**src/rtl/l2_cmd_sequencer.sv**
```systemverilog
// Trace-driven L2 command sequencer: lookup, then optional writeback/fill/upgrade/snoop-writeback
// bus transactions, then a one-cycle update that writes tag/MESI/LRU and pulses done.
module l2_cmd_sequencer #(
  parameter int indexBits = 14,
  parameter int tagBits   = 12,
  parameter int ways      = 8
) (
  input  logic                     clock,
  input  logic                     reset,
  input  logic                     cmdValid,
  input  logic [7:0]               command,
  input  logic [31:0]              address,
  output logic                     cmdReady,
  output logic                     lookupEn,
  input  logic                     lookupHit,
  input  logic [$clog2(ways)-1:0]  lookupWay,
  input  logic [1:0]               lookupMesi,
  input  logic [$clog2(ways)-1:0]  victimWay,
  input  logic                     victimDirty,
  output logic                     busReq,
  output logic [2:0]               busOp,
  input  logic                     busGrant,
  input  logic                     busDone,
  input  logic [1:0]               snoopResult,
  output logic                     lineWrite,
  output logic [$clog2(ways)-1:0]  writeWay,
  output logic [1:0]               mesiOut,
  output logic                     lruUpdate,
  output logic [$clog2(ways)-1:0]  lruWay,
  output logic                     clearAll,
  output logic                     done,
  output logic [31:0]              hitCount,
  output logic [31:0]              missCount
);

  localparam int WW = $clog2(ways);

  localparam logic [2:0] OP_READ  = 3'd1;
  localparam logic [2:0] OP_RWIM  = 3'd2;
  localparam logic [2:0] OP_INV   = 3'd3;
  localparam logic [2:0] OP_WB    = 3'd4;

  localparam logic [1:0] MESI_I = 2'd0;
  localparam logic [1:0] MESI_S = 2'd1;
  localparam logic [1:0] MESI_E = 2'd2;
  localparam logic [1:0] MESI_M = 2'd3;

  typedef enum logic [2:0] {IDLE, LOOKUP, EVICT, FILL, UPGRADE, SNOOPWB, UPDATE, CLEAR} state_t;

  state_t          state, state_next;
  logic [7:0]      cmd;
  logic [31:0]     addr;
  logic            hit, shared, granted;
  logic [1:0]      mesi;
  logic [WW-1:0]   way, vway;
  logic            bus_phase, bus_fire, is_proc;
  logic            unused_addr;

  // Storage indexing is outside this block; the latched address is kept for trace visibility only.
  assign unused_addr = ^{addr[31 -: tagBits], addr[31-tagBits -: indexBits], addr};

  assign cmdReady  = (state == IDLE);
  assign is_proc   = (cmd <= 8'd2);
  assign bus_phase = (state == EVICT) || (state == FILL) || (state == UPGRADE) || (state == SNOOPWB);
  // A grant and done in the same cycle finish the transaction immediately.
  assign bus_fire  = bus_phase && busDone && (granted || busGrant);

  always_ff @(posedge clock or posedge reset) begin
    if (reset) begin
      state     <= IDLE;
      cmd       <= '0;
      addr      <= '0;
      hit       <= 1'b0;
      mesi      <= MESI_I;
      way       <= '0;
      vway      <= '0;
      shared    <= 1'b0;
      granted   <= 1'b0;
      hitCount  <= '0;
      missCount <= '0;
    end else begin
      state <= state_next;
      if (cmdValid && cmdReady) begin
        cmd  <= command;
        addr <= address;
      end
      if (state == LOOKUP) begin
        hit  <= lookupHit;
        way  <= lookupWay;
        mesi <= lookupMesi;
        vway <= victimWay;
        if (is_proc) begin
          if (lookupHit) begin
            if (hitCount != 32'hFFFF_FFFF) hitCount <= hitCount + 32'd1;
          end else if (missCount != 32'hFFFF_FFFF) begin
            missCount <= missCount + 32'd1;
          end
        end
      end
      if (bus_fire) granted <= 1'b0;
      else if (bus_phase && busGrant) granted <= 1'b1;
      if (state == FILL && bus_fire) shared <= (snoopResult != 2'd0);
    end
  end

  always_comb begin
    state_next = state;
    lookupEn   = 1'b0;
    busOp      = 3'd0;
    lineWrite  = 1'b0;
    writeWay   = '0;
    mesiOut    = MESI_I;
    lruUpdate  = 1'b0;
    lruWay     = '0;
    clearAll   = 1'b0;
    done       = 1'b0;
    case (state)
      IDLE: begin
        if (cmdValid) begin
          if (command == 8'd8)      state_next = CLEAR;
          else if (command <= 8'd4) state_next = LOOKUP;
          else                      state_next = UPDATE;
        end
      end
      LOOKUP: begin
        lookupEn = 1'b1;
        case (cmd)
          8'd0, 8'd2: state_next = lookupHit ? UPDATE : (victimDirty ? EVICT : FILL);
          8'd1: begin
            if (lookupHit) state_next = (lookupMesi == MESI_S) ? UPGRADE : UPDATE;
            else           state_next = victimDirty ? EVICT : FILL;
          end
          8'd4:    state_next = (lookupHit && lookupMesi == MESI_M) ? SNOOPWB : UPDATE;
          default: state_next = UPDATE;
        endcase
      end
      EVICT: begin
        busOp = OP_WB;
        if (bus_fire) state_next = FILL;
      end
      FILL: begin
        busOp = (cmd == 8'd1) ? OP_RWIM : OP_READ;
        if (bus_fire) state_next = UPDATE;
      end
      UPGRADE: begin
        busOp = OP_INV;
        if (bus_fire) state_next = UPDATE;
      end
      SNOOPWB: begin
        busOp = OP_WB;
        if (bus_fire) state_next = UPDATE;
      end
      UPDATE: begin
        done       = 1'b1;
        state_next = IDLE;
        case (cmd)
          8'd0, 8'd2: begin
            lruUpdate = 1'b1;
            lruWay    = hit ? way : vway;
            if (!hit) begin
              lineWrite = 1'b1;
              writeWay  = vway;
              mesiOut   = shared ? MESI_S : MESI_E;
            end
          end
          8'd1: begin
            lineWrite = 1'b1;
            writeWay  = hit ? way : vway;
            mesiOut   = MESI_M;
            lruUpdate = 1'b1;
            lruWay    = hit ? way : vway;
          end
          8'd3: begin
            lineWrite = hit;
            writeWay  = way;
            mesiOut   = MESI_I;
          end
          8'd4: begin
            lineWrite = hit && (mesi == MESI_M || mesi == MESI_E);
            writeWay  = way;
            mesiOut   = MESI_S;
          end
          default: ;
        endcase
      end
      CLEAR: begin
        clearAll   = 1'b1;
        done       = 1'b1;
        state_next = IDLE;
      end
      default: state_next = IDLE;
    endcase
    busReq = bus_phase && !granted;
  end

endmodule

```
**config.mk**
```make
export PLATFORM = sky130hd
export DESIGN_NAME = l2_cmd_sequencer
export DESIGN_NICKNAME = d
export VERILOG_FILES = /design/src/rtl/l2_cmd_sequencer.sv
export SDC_FILE = /design/constraint.sdc
export NUM_CORES = 1
export LEC_CHECK = 0
export BUFFER_PORTS_ARGS = -buffer_cell sky130_fd_sc_hd__buf_4
export CAP_MARGIN = 30
export CORE_AREA = 4 4 111 113
export CTS_BUF_LIST = sky130_fd_sc_hd__clkbuf_4 sky130_fd_sc_hd__clkbuf_8
export CTS_CLUSTER_DIAMETER = 200
export DETAILED_ROUTE_END_ITERATION = 12
export DIE_AREA = 0 0 115 117
export MAX_ROUTING_LAYER = met4
export PLACE_DENSITY = 0.66
export SYNTH_ARGS = -nofsm -noshare
export SYNTH_HDL_FRONTEND = slang
export SYNTH_SLANG_ARGS = --single-unit
export TNS_END_PERCENT = 1
```
**constraint.sdc**
```tcl
create_clock -name clock -period 2.3 [get_ports clock]
set_input_delay 0.115 -clock clock [delete_from_list [all_inputs] [get_ports clock]]
set_output_delay 0.115 -clock clock [all_outputs]
set_load 0.02 [all_outputs]
```
==> results.yml <==
critical_path:
  reg2regPathDepth: 6
  arrival_ps: 2340
  startpoint_type: "flip-flop"
  crit_chain: "or4_4, buf_6, or2_4, or3_4, nor3_4, buf_6"
  cp-end-kind: "primary output"
  slowest_stage: "or4_4"
  cp_slowest_stage_delay_ps: 540
  cp.required_ps: 2180
  critical_path_class: "reg2out"
  cpMostUsedCell: "buf_6"
  worstPathMaxFanout: 4
floorplan:
  boundaryPins: 139
  start_util_pct: 39.3
  row_count: 39
  fp.dieW_um: 115
  die_area_um2: 13500
  die_y_um: 117
  core_area_um2: 11300
global_routing:
  first_global_vias: 3853
  track_usage_pct: 17.9
  grt_max_degree: 57
  grt_first_pass_wirelength_mm: 18.8
  gr-total-overflow: 0
  antenna_found_initial: 0
placement:
  place_ws_ps: -120
  dp_cells: 702
  dp_hpwl_mm: 8.44
  place_congestion: 0.880
  io_buffers: 106
synthesis:
  seq_area_frac_synth_pct: 47.8
  synth_top_area_share_pct: 47.8
  synth_edf_count: 0
  ys_types: 48
  synth.net_count: 495
  async_flop_share_pct: 100
  syn_inst: 434
  ys.flop_type: "dfrtp_1"
  ys_seq_elements: 85
  yosys_warnings: 0
  yosysTopAreaCell: "dfrtp_1"
  synth.avg_cell_area_um2: 10.2
  synth.cell_area_um2: 4450
  synthTopCellsByArea: "dfrtp_1 (48%), xnor2_1 (7.7%), mux2_2 (4.8%)"
cells_and_area:
  fillers: 1065
  drive_above_1_share_pct: 33.3
  nets: 649
  instances_no_fill: 735
  final_cell_mix: "buf_4 (131), dfrtp_1 (85), xnor2_1 (39)"
  syn2layout_area_growth_pct: 38.4
  diodes: 0
  final_common_cell: "buf_4"
drt:
  dr.pass1.iters: 4
  vias_per_cell: 5.38
  ant_nets: 0
  detailroute.via_count: 3952
  drt_iter0_drc: 196
  drc: 0
  wl_per_cell_um: 15.6
  wl_mm: 11.5
cts:
  clockBufferDepth: 2
  cts-root-buf: "clkbuf_8"
  clk_pin_slew_worst_paths_ps: 80
  htreeDepth: 3
  worstSkewPairLatency_ps: 360
  clock_sinks: 85
  cts_buffers: 9
  cts_tree: "built"
sta:
  tightestPinTransition_ps: 519
  setup_ws_ps: -150
  period_minus_slack_ps: 2450
  hold_viol: 0
  grt_setup_unrepaired: "yes"
  min_period_over_period_pct: 107
  final.setup_skew_ps: 9.31
  maxSlewViolCount: 0
  setup_viol: 20
  clock.fmax_ghz: 0.408
  slew_headroom_pct: 65.3
job:
  drv_cap: 0
outcome:
  violations: "setup timing"
  run_status: "complete, but fails checks"
pwr:
  ir_drop_mv: 0.438
  p_leak_nw: 2.88
  power.density_nw_per_um2: 783
min_path:
  hp-class: "in2reg"
  whs_path_depth: 2
-- logic make-up after synthesis --
logic type                 synth area share, %
and+or+nand+nor                           24.1
DFF                                       47.8
xor gates and xnor gates                  11.4
AOI/OAI and AO/OA                         7.88
muxes                                     5.71
buffers and inverters                     1.86
adders and majority gates                 1.13
-- worst max-delay path, delay by kind of cell (launching register included) --
family,cells,cell delay (ps)
buffers and inverters,2,280
AND/OR/NAND/NOR,4,1310
flip-flops,1,390
-- where the power goes --
group / switching [mW] / internal (mW) / total (mW)
clock network: 0.547 / 0.774 / 1.32
registers: 0.194 / 1.70 / 1.90
logic: 0.845 / 0.760 / 1.60
-- Yosys cell counts (2+ instances only) --
| master | number |
|---|---|
| or3_1 | 4 |
| mux2i_1 | 4 |
| nor3_1 | 13 |
| xnor2_1 | 39 |
| nor4_1 | 12 |
| nand3b_1 | 2 |
| inv_1 | 10 |
| clkbuf_1 | 10 |
| mux2_2 | 19 |
| o21a_1 | 2 |
| or4_1 | 4 |
| a32oi_1 | 2 |
| nor2b_1 | 2 |
| nor2_1 | 29 |
| and2_1 | 5 |
| nand4_1 | 29 |
| nor3_2 | 2 |
| dfrtp_1 | 85 |
| o2111ai_1 | 2 |
| a31oi_1 | 3 |
| and4_1 | 5 |
| a211oi_1 | 3 |
| o21ai_0 | 5 |
| ha_1 | 4 |
| nand2b_1 | 5 |
| a211o_1 | 3 |
| xor2_1 | 19 |
| a21oi_1 | 13 |
| o31ai_1 | 2 |
| and3_1 | 19 |
| a41oi_1 | 4 |
| nand3_1 | 30 |
| nand2_1 | 29 |
-- state kept, by name (all words and copies together), names as in the netlist --
name	flops
cmd	8
granted	1
hit	1
hitCount	32
mesi	1
missCount	32
shared	1
state	3
vway	3
way	3
-- final cells by class --
type / count / area (um^2) / share of cell area (%)
multi-input combinational: 328 / 2330 / 37.8
tap: 143 / 179 / 2.91
sequential: 85 / 2130 / 34.6
timing repair buffer: 154 / 1230 / 20.0
clock buffer: 11 / 151 / 2.46
inverter: 10 / 38.8 / 0.630
clock inverter: 4 / 95.1 / 1.55
-- stage by stage --
stage | hold slack (ps) | utilization [%] | power, mW | cell area [um^2] | TNS [ps]
global route | 24.8 | 54.3 | 5.08 | 6150 | -4150
CTS | 6.60 | 53.7 | 4.80 | 6080 | -1720
finish | 25.4 | 54.3 | 4.82 | 6150 | -1320
floorplan | 232 | - | 2.81 | 4450 | -871
global placement | 171 | 49.6 | 3.34 | 5620 | -289
detailed placement | 173 | 49.6 | 3.38 | 5620 | -804
-- routing by layer --
layer	global-route usage (%)	wire, um	up-vias
met5	-	0	-
met3	3.24	530	19
met4	7.51	260	0
li1	-	-	1899
met2	27.2	5500	98
met1	23.8	5210	1936
-- final timing paths --
kind                                from       endpoint  slack (ps)
max                               cmd[3]     mesiOut[1]        -150
min                        lookupMesi[1]        mesi[1]          30
max reg2reg                       cmd[3]  missCount[13]         -70
min reg2reg                 missCount[7]   missCount[7]         500
max in group asynchronous          reset         cmd[1]        1320
min in group asynchronous          reset  missCount[13]         320
-- what timing repair did --
action / 4_1_cts / 5_1_grt
endpoints found under the setup margin: 25 / 42
hold endpoints to repair: 43 / 0
buffers inserted: 2 / 1
resized for setup: 13 / 14
cloned: 0 / 0
hold buffers: 15 / 0
pin swaps: 10 / 3
No activity file was read; power rests on OpenSTA's default activity.
